**src/rtl/serial_demux7_pkg.sv**
```systemverilog
// serial_demux7_pkg -- shared constants and FSM state type for serial_demux7.
//   WORD_W   : assembled word width (7 data bits)
//   IDX_W    : width of the write-slot index
//   LAST_IDX : last data slot; the write that lands here completes a word
//   state_t  : IDLE / FILL / HOLD, plus PAR when SERIAL_DEMUX7_PARITY_EN is defined
package serial_demux7_pkg;

   localparam int WORD_W = 7;
   localparam int IDX_W  = 3;
   localparam logic [IDX_W-1:0] LAST_IDX = 3'd6;

`ifdef SERIAL_DEMUX7_PARITY_EN
   typedef enum logic [1:0] {IDLE, FILL, HOLD, PAR} state_t;
`else
   typedef enum logic [1:0] {IDLE, FILL, HOLD} state_t;
`endif

endpackage

```
**src/rtl/serial_demux7_slot_decoder.sv**
```systemverilog
// slot_decoder -- turns the write-slot index into a one-hot write strobe.
//   index  : slot to write, 0..6
//   en     : write enable
//   strobe : one-hot strobe; all-zero when en=0 or index=7
module slot_decoder
   import serial_demux7_pkg::*;
(
   input  logic [IDX_W-1:0]  index,
   input  logic              en,
   output logic [WORD_W-1:0] strobe
);

   // Comparing against each slot number means index 7 matches nothing.
   always_comb begin
      strobe = '0;
      for (int k = 0; k < WORD_W; k++)
         strobe[k] = en && (index == IDX_W'(k));
   end

endmodule

```
**src/rtl/serial_demux7.sv**
```systemverilog
// serial_demux7 -- assembles serial bits (bit 0 first) into 7-bit words and
// holds each completed word until the consumer takes it.
//   Clock      : rising-edge clock
//   Resetn     : asynchronous active-low reset
//   bit_in     : serial data bit, qualified by bit_valid
//   bit_valid  : bit_in is valid this cycle
//   out_ready  : consumer takes out_data this cycle (only looked at in HOLD)
//   out_data   : assembled word, meaningful while out_valid=1
//   out_valid  : a complete word is held
//   index      : next write slot, 0..6
//   overrun    : sticky; a bit arrived while a word was held and not taken
//   parity_err : even-parity mismatch on the held word
// Optional feature: define SERIAL_DEMUX7_PARITY_EN to expect an even-parity
// bit after each 7-bit word (PAR state); otherwise parity_err is tied to 0.
module serial_demux7
   import serial_demux7_pkg::*;
(
   input  logic              Clock,
   input  logic              Resetn,
   input  logic              bit_in,
   input  logic              bit_valid,
   input  logic              out_ready,
   output logic [WORD_W-1:0] out_data,
   output logic              out_valid,
   output logic [IDX_W-1:0]  index,
   output logic              overrun,
   output logic              parity_err
);

   state_t             state, state_nxt;
   logic [IDX_W-1:0]   idx_nxt;
   logic               wr_en;
   logic               ovr_set;
   logic [WORD_W-1:0]  strobe;
`ifdef SERIAL_DEMUX7_PARITY_EN
   logic               perr_nxt;
`endif

   slot_decoder u_slot_decoder (
      .index  (index),
      .en     (wr_en),
      .strobe (strobe)
   );

   // Word is presented straight from the state register, so out_valid rises
   // on the same edge that writes the last slot (or the parity bit).
   assign out_valid = (state == HOLD);

   always_ff @(posedge Clock or negedge Resetn) begin
      if (!Resetn) begin
         state    <= IDLE;
         index    <= '0;
         out_data <= '0;
         overrun  <= 1'b0;
      end else begin
         state    <= state_nxt;
         index    <= idx_nxt;
         // Only the strobed slot takes bit_in; every other slot holds.
         out_data <= (out_data & ~strobe) | ({WORD_W{bit_in}} & strobe);
         if (ovr_set)
            overrun <= 1'b1;
      end
   end

`ifdef SERIAL_DEMUX7_PARITY_EN
   always_ff @(posedge Clock or negedge Resetn) begin
      if (!Resetn)
         parity_err <= 1'b0;
      else
         parity_err <= perr_nxt;
   end
`else
   assign parity_err = 1'b0;
`endif

   always_comb begin
      state_nxt = state;
      idx_nxt   = index;
      wr_en     = 1'b0;
      ovr_set   = 1'b0;
`ifdef SERIAL_DEMUX7_PARITY_EN
      perr_nxt  = parity_err;
`endif
      case (state)
         IDLE: begin
            // index is 0 here, so the strobe lands on slot 0.
            if (bit_valid) begin
               wr_en     = 1'b1;
               idx_nxt   = 3'd1;
               state_nxt = FILL;
            end
         end
         FILL: begin
            if (bit_valid) begin
               wr_en = 1'b1;
               if (index == LAST_IDX) begin
                  idx_nxt = '0;
`ifdef SERIAL_DEMUX7_PARITY_EN
                  state_nxt = PAR;
`else
                  state_nxt = HOLD;
`endif
               end else begin
                  idx_nxt = index + 3'd1;
               end
            end
         end
`ifdef SERIAL_DEMUX7_PARITY_EN
         PAR: begin
            // Even parity: data bits XOR parity bit must be 0.
            if (bit_valid) begin
               perr_nxt  = (^out_data) ^ bit_in;
               state_nxt = HOLD;
            end
         end
`endif
         HOLD: begin
            if (out_ready) begin
`ifdef SERIAL_DEMUX7_PARITY_EN
               perr_nxt = 1'b0;
`endif
               // A bit arriving with the handshake starts the next word;
               // index is already 0, so it lands in slot 0.
               if (bit_valid) begin
                  wr_en     = 1'b1;
                  idx_nxt   = 3'd1;
                  state_nxt = FILL;
               end else begin
                  state_nxt = IDLE;
               end
            end else if (bit_valid) begin
               ovr_set = 1'b1;
            end
         end
         default: state_nxt = IDLE;
      endcase
   end

endmodule

```
**config.mk**
```make
export PLATFORM = sky130hd
export DESIGN_NAME = serial_demux7
export DESIGN_NICKNAME = d
export VERILOG_FILES = /design/src/rtl/serial_demux7_pkg.sv /design/src/rtl/serial_demux7_slot_decoder.sv /design/src/rtl/serial_demux7.sv
export SDC_FILE = /design/constraint.sdc
export NUM_CORES = 1
export LEC_CHECK = 0
export CORE_ASPECT_RATIO = 1.25
export CORE_MARGIN = 5
export CORE_UTILIZATION = 40
export DETAILED_ROUTE_END_ITERATION = 10
export PLACE_DENSITY = 0.68
export SYNTH_ARGS = -nofsm -noshare
export SYNTH_HDL_FRONTEND = slang
export SYNTH_HIERARCHICAL = 1
export SYNTH_SLANG_ARGS = --single-unit
```
**constraint.sdc**
```tcl
create_clock -name Clock -period 3.65 [get_ports Clock]
set_input_delay 0.73 -clock Clock [delete_from_list [all_inputs] [get_ports Clock]]
set_output_delay 0.73 -clock Clock [all_outputs]
set_load 0.02 [all_outputs]
```
==> flow_metrics.py, run 1 <==
metrics = {
    "grt": {
        "first_global_vias": 501,
        "grt_pass1_wl_um": 2200,
        "grt_antenna_before_repair": 0,
        "globalRouteTotalUtil_pct": 11.4,
        "grt-ovfl-total": 0,
        "grt_max_degree": 16,
    },
    "worst_setup_path": {
        "critical_path.endpoint_type": "output pin",
        "ff_to_ff_start": "state[0]$_DFFE_PN0P_",
        "timing.critical_path.required_ns": 2.92,
        "criticalPathCategory": "reg -> out",
        "worstPathMaxFanout": 5,
        "worst_r2r_path_depth": 5,
        "worstPathArrival_ns": 1.56,
        "crit_path_start_kind": "flop",
        "regToRegSetupSlack_ns": 1.96,
        "crit_path_start": "state[1]$_DFFE_PN0P_",
    },
    "logic_synthesis": {
        "yosys.area.top_type": "sky130_fd_sc_hd__dfrtp_1",
        "synthesis.area_per_instance_um2": 12.4,
        "post_synth_inst_count": 53,
        "syn_area_um2": 658,
        "synthSimpleGateAreaFrac_pct": 23.2,
        "post_synth_fa_ha_maj_area_fraction_pct": 0,
        "synth_compound_gate_area_share_pct": 11.4,
        "combinational_family_with_the_most_area_after_synthesis": "simple AND/OR/NAND/NOR gates",
        "yosys.area_share.xor_xnor_pct": 0,
        "postSynthRegisterBits": 13,
        "post_synth_num_cell_types": 25,
        "synthesis.nets": 58,
        "synth_top_area_share_pct": 49.4,
        "top_cells_by_area_in_the_synthesized_netlist": "sky130_fd_sc_hd__dfrtp_1, sky130_fd_sc_hd__mux2_2, sky130_fd_sc_hd__and4b_2, sky130_fd_sc_hd__and4bb_2, sky130_fd_sc_hd__a21o_1",
        "synth-seq-area-share_pct": 49.4,
        "synth.mux.area_fraction_pct": 12.0,
        "ys_warn_count": 6,
    },
    "drt": {
        "postRouteWirelength_um": 1270,
        "detailedRoute.firstPassIterationCount": 3,
        "post_drt_wl_per_cell_um": 14.1,
        "drtIter0Drc": 14,
        "route.detailed.drc": 0,
        "vias_per_cell": 5.39,
        "drtAntennaViolNets": 0,
        "vias": 485,
    },
    "power_and_ir_drop": {
        "seq_power_share_pct": 40.1,
        "p_int_uw": 456,
        "pwr_density_cell_nw_per_um2": 858,
        "power.clock.fraction_pct": 11.5,
        "peakVddDrop_mv": 0.396,
        "power_leakage_nw": 0.386,
        "total_switching_power_uw": 282,
        "power.share.switching_pct": 38.2,
        "power_share_of_the_combinational_group_pct": 48.5,
    },
    "floorplan": {
        "std_cell_rows": 16,
        "dieHeight_um": 55.4,
        "initial_utilization_pct": 42.1,
        "floorplan.core_area_um2": 1560,
        "number_of_top_level_pins": 18,
        "die_x_um": 46.3,
        "die_area_um2": 2560,
    },
    "timing": {
        "final.min_clock_period_ns": 2.29,
        "final-max-slew-violation-count": 0,
        "timing.fmax_mhz": 436,
        "setup-tns-final_ns": 0,
        "grt_setup_unrepaired": "false",
        "final.setup_skew_ns": 0.00417,
        "hold_violations": 0,
        "setup-violations-final": 0,
        "hold_ws_ns": 0.482,
        "min_period_over_period_pct": 62.8,
        "max-slew-margin-rel_pct": 62.7,
        "layout_setup_ws_ns": 1.36,
        "worstMarginPinSlew_ns": 0.558,
    },
    "clocking": {
        "post_cts_setup_buffers": 0,
        "maximum_root_to_sink_buffer_count": 2,
        "clk_root_buffer_cell": "sky130_fd_sc_hd__clkbuf_4",
        "worst_setup_hold_path_clk_slew_ns": 0.07,
        "cts-hold-fix-buffers": 0,
        "tritoncts_clock_tree": "done",
        "clkLatencyLatePin_ns": 0.27,
        "cts_buf_count": 3,
        "cts.sink_count": 13,
        "htree_levels": 1,
        "number_of_gates_resized_after_cts": 0,
    },
    "cells_and_area": {
        "areaGrowthSynthToFinish_pct": 30.6,
        "num_antenna_cells": 0,
        "finalNetCount": 78,
        "layout.cells.most_common_list": "sky130_fd_sc_hd__clkdlybuf4s50_1, sky130_fd_sc_hd__dfrtp_1, sky130_fd_sc_hd__mux2_2",
        "post_route_cells_drive_above_1_share_pct": 25.0,
        "final_common_cell": "sky130_fd_sc_hd__clkdlybuf4s50_1",
    },
    "place": {
        "pre_cts_slack_ns": 1.19,
        "post-dp-hpwl_um": 945,
        "globalplace.congestion": 0.734,
        "placement.io_buffers": 16,
    },
    "min_path": {
        "holdCritStartpoint": "overrun$_DFFE_PN0P_",
        "min_path_cells": 1,
        "min_delay_worst_endpoint": "overrun$_DFFE_PN0P_",
        "hold_class": "reg -> reg",
    },
    "job": {
        "max-cap-violations": 0,
    },
    "status": {
        "result_of_the_run": "completed",
    },
}
power by group through the flow:
stage               combinational (mW)  clock, mW  sequential (mW)
global route                     0.386     0.0940            0.313
CTS                              0.364     0.0865            0.296
finish                           0.357     0.0847            0.295
global placement                 0.357          0            0.295
detailed placement               0.362          0            0.299
floorplan                        0.139          0            0.356
kinds of logic after synthesis:
kind of cell / Yosys count
AO/OA/AOI/OAI: 10
buffers and inverters: 5
flip-flops: 13
multiplexers: 7
other: 1
AND/OR/NAND/NOR: 17
area by class of cell:
cell class,instances,area (µm²)
multi-input combinational,35,310
clock buffer,4,26.3
inverter,4,15.0
fill,150,702
sequential,13,325
tap,18,22.5
timing repair buffer,16,160
per-stage QoR:
stage | area (µm²) | utilization, % | instances | total power [mW]
final | 860 | 55.0 | 90 | 0.737
after CTS | 860 | 55.0 | 90 | 0.746
after global routing | 860 | 55.0 | 90 | 0.793
after global placement | 833 | 53.4 | 86 | 0.652
after detailed placement | 833 | 53.4 | 86 | 0.661
after floorplan | 658 | - | 53 | 0.494
critical path: stages, from the launching register on:
cell	delay (ns)
sky130_fd_sc_hd__dfrtp_1	0.40
sky130_fd_sc_hd__inv_1	0.07
sky130_fd_sc_hd__nor2_1	0.18
sky130_fd_sc_hd__clkdlybuf4s50_1	0.64
synth_stat cells (all sizes together):
master and n:
and4b 4, dfrtp 13, nand4 2, a21oi 2, nand2b 2, o21a 1, and4bb 3, a211o 1
a21o 2, nand2 1, nor4b 1, o2bb2ai 1, nor3 2, a31o 1, nor2 1, inv 4
buf 1, conb 1, o22ai 1, nor4 1, mux2 7, a21bo 1
worst max-delay path by stage:
stage                      to  slack [ns]  depth (start not counted)
finish              out_valid        1.36                          3
detailed placement       flop        1.19                          5
global route        out_valid        1.24                          3
global placement         flop        1.22                          5
CTS                 out_valid        1.36                          3
floorplan                flop        1.89                          5
layer usage:
layer / track usage (%) / vias up / routed length [µm]
met4: 4.88 / 0 / 12
li1: - / 241 / -
met2: 17.7 / 16 / 606
met5: 0 / - / 0
met1: 14.5 / 226 / 543
met3: 2.60 / 2 / 106
(Power assumes the default switching activity.)
==> inputs of run 2 (changes only) <==
==> constraint.sdc (replaced) <==
create_clock -name Clock -period 2.28 [get_ports Clock]
set_input_delay 0.456 -clock Clock [delete_from_list [all_inputs] [get_ports Clock]]
set_output_delay 0.456 -clock Clock [all_outputs]
set_load 0.02 [all_outputs]
==> run 2 against run 1 <==
  * Critical path depth did not move
  * Clock skew is 0.0031 ns lower
  * Utilization is 0.48 points higher
  * Sequential share of layout area fell by 0.33 points
  * Clock-buffer cell count unchanged
  * Non-clock buffer count grew 1
  * Register-to-register slack got worse by 1.4 ns
  * Sequential power up 60%
  * Power rose by 60%
  * First-iteration DRC count shrank 64%
  * Global-route usage barely moved
  * Critical path type unchanged
  * Critical endpoint unchanged
  * Largest cell class unchanged
  * Highest routed layer unchanged
==> flow_metrics.py, run 2 (synthesized netlist as in run 1, its figures left out) <==
metrics = {
    "power_and_ir_drop": {
        "peakVddDrop_mv": 0.562,
        "power_leakage_nw": 0.391,
        "pwr_density_cell_nw_per_um2": 1360,
        "totalPowerFinal_mw": 1.18,
    },
    "grt": {
        "grt-ovfl-total": 0,
        "globalRouteTotalUtil_pct": 11.4,
        "grt_max_degree": 16,
        "first_global_vias": 512,
        "grt_antenna_before_repair": 0,
        "grt_pass1_wl_um": 2190,
    },
    "cells_and_area": {
        "final_common_cell": "sky130_fd_sc_hd__clkdlybuf4s50_1",
        "finalNetCount": 79,
        "areaGrowthSynthToFinish_pct": 31.7,
        "stdcell_area_um2": 867,
        "instances_no_fill": 91,
        "layout.cells.most_common_list": "sky130_fd_sc_hd__clkdlybuf4s50_1, sky130_fd_sc_hd__dfrtp_1, sky130_fd_sc_hd__mux2_2",
        "utilization_pct": 55.5,
        "post_route_cells_drive_above_1_share_pct": 26.0,
        "num_antenna_cells": 0,
    },
    "worst_setup_path": {
        "timing.critical_path.required_ns": 1.82,
        "worstPathArrival_ns": 1.57,
        "criticalPathCategory": "reg -> out",
        "crit_path_start_kind": "flop",
        "cp_slowest_stage_delay_ns": 0.64,
        "path_cells": "inv_1 -> nor2_1 -> clkdlybuf4s50_1",
        "critical_path.endpoint_type": "output pin",
        "worst_path_top_cell_family_by_delay": "buffers and inverters",
        "worstPathMaxFanout": 5,
        "cp_buf_inv_count": 2,
        "crit_path_top_delay_cell": "sky130_fd_sc_hd__clkdlybuf4s50_1",
    },
    "drt": {
        "met1_length_um": 544,
        "vias": 485,
        "route.detailed.drc": 0,
        "wl_met3_um": 111,
        "route.met2.wl_um": 540,
        "detailedRoute.firstPassIterationCount": 3,
        "route.top_layer_used": "met4",
        "drtIter0Drc": 5,
        "postRouteWirelength_um": 1220,
        "vias_per_cell": 5.33,
        "drtAntennaViolNets": 0,
        "post_drt_wl_per_cell_um": 13.4,
    },
    "clocking": {
        "cts_buf_count": 3,
        "htree_levels": 1,
        "post_cts_setup_buffers": 0,
        "cts.sink_count": 13,
        "worst_setup_hold_path_clk_slew_ns": 0.08,
        "number_of_gates_resized_after_cts": 0,
        "cts-hold-fix-buffers": 0,
        "maximum_root_to_sink_buffer_count": 2,
        "tritoncts_clock_tree": "done",
        "clkLatencyLatePin_ns": 0.28,
        "clk_root_buffer_cell": "sky130_fd_sc_hd__clkbuf_4",
    },
    "place": {
        "placement.io_buffers": 16,
        "pre_cts_slack_ns": 0.138,
        "placed_cells": 87,
        "globalplace.congestion": 0.754,
        "post-dp-hpwl_um": 902,
        "dpl_cell_area_um2": 841,
    },
    "timing": {
        "hold_violations": 0,
        "min_period_over_period_pct": 88.9,
        "setup-tns-final_ns": 0,
        "final.setup_skew_ns": 0.00102,
        "layout_setup_ws_ns": 0.252,
        "hold_ws_ns": 0.482,
        "setup-violations-final": 0,
        "grt_setup_unrepaired": "false",
        "final.min_clock_period_ns": 2.03,
        "final-max-slew-violation-count": 0,
        "max-slew-margin-rel_pct": 61.4,
        "worstMarginPinSlew_ns": 0.577,
        "timing.fmax_mhz": 493,
    },
    "floorplan": {
        "dieHeight_um": 55.4,
        "initial_utilization_pct": 42.1,
        "number_of_top_level_pins": 18,
        "die_area_um2": 2560,
        "std_cell_rows": 16,
        "die_x_um": 46.3,
        "floorplan.core_area_um2": 1560,
    },
    "status": {
        "result_of_the_run": "completed",
    },
    "job": {
        "max-cap-violations": 0,
    },
    "min_path": {
        "hold_class": "reg -> reg",
    },
}
==> run 2: cell count changes in the layout (fill, tap and decap cells not counted), sizes merged <==
cell  change
buf       +1
==> run 2: final timing paths <==
check	startpoint	end	slack, ns	cells after the start
worst min register to register	overrun$_DFFE_PN0P_	overrun$_DFFE_PN0P_	0.48	1
worst max register to register	state[0]$_DFFE_PN0P_	flop	0.59	5
min in group asynchronous	Resetn	index[2]$_DFFE_PN0P_	0.54	1
max in group asynchronous	Resetn	state[0]$_DFFE_PN0P_	1.36	1
worst max-delay path	state[1]$_DFFE_PN0P_	out_valid	0.25	3
worst min-delay path	overrun$_DFFE_PN0P_	overrun$_DFFE_PN0P_	0.48	1
==> run 2: final cells by class <==
class,instances,area [µm²]
clock buffer,4,26.3
fill,151,694
inverter,4,15.0
multi-input combinational,35,310
sequential,13,325
tap,18,22.5
timing repair buffer,17,168
==> run 2: where the power goes <==
part	switching (mW)	total (mW)	leakage [nW]	internal [mW]
registers	0.138	0.473	0.157	0.335
logic	0.240	0.567	0.219	0.327
clock network	0.0734	0.141	0.0150	0.0679
==> run 2: worst register-to-register path, cell delays in order, from the launching register on <==
cell                       delay, ns
sky130_fd_sc_hd__dfrtp_1        0.44
sky130_fd_sc_hd__nand2b_4       0.17
sky130_fd_sc_hd__a21bo_1        0.21
sky130_fd_sc_hd__inv_1          0.16
sky130_fd_sc_hd__nor4b_2        0.25
sky130_fd_sc_hd__mux2_2         0.36
==> run 2: layer usage <==
layer	up-vias	track usage, %
li1	241	-
met1	225	13.9
met2	17	17.7
met3	2	2.60
met4	0	6.10
met5	-	0
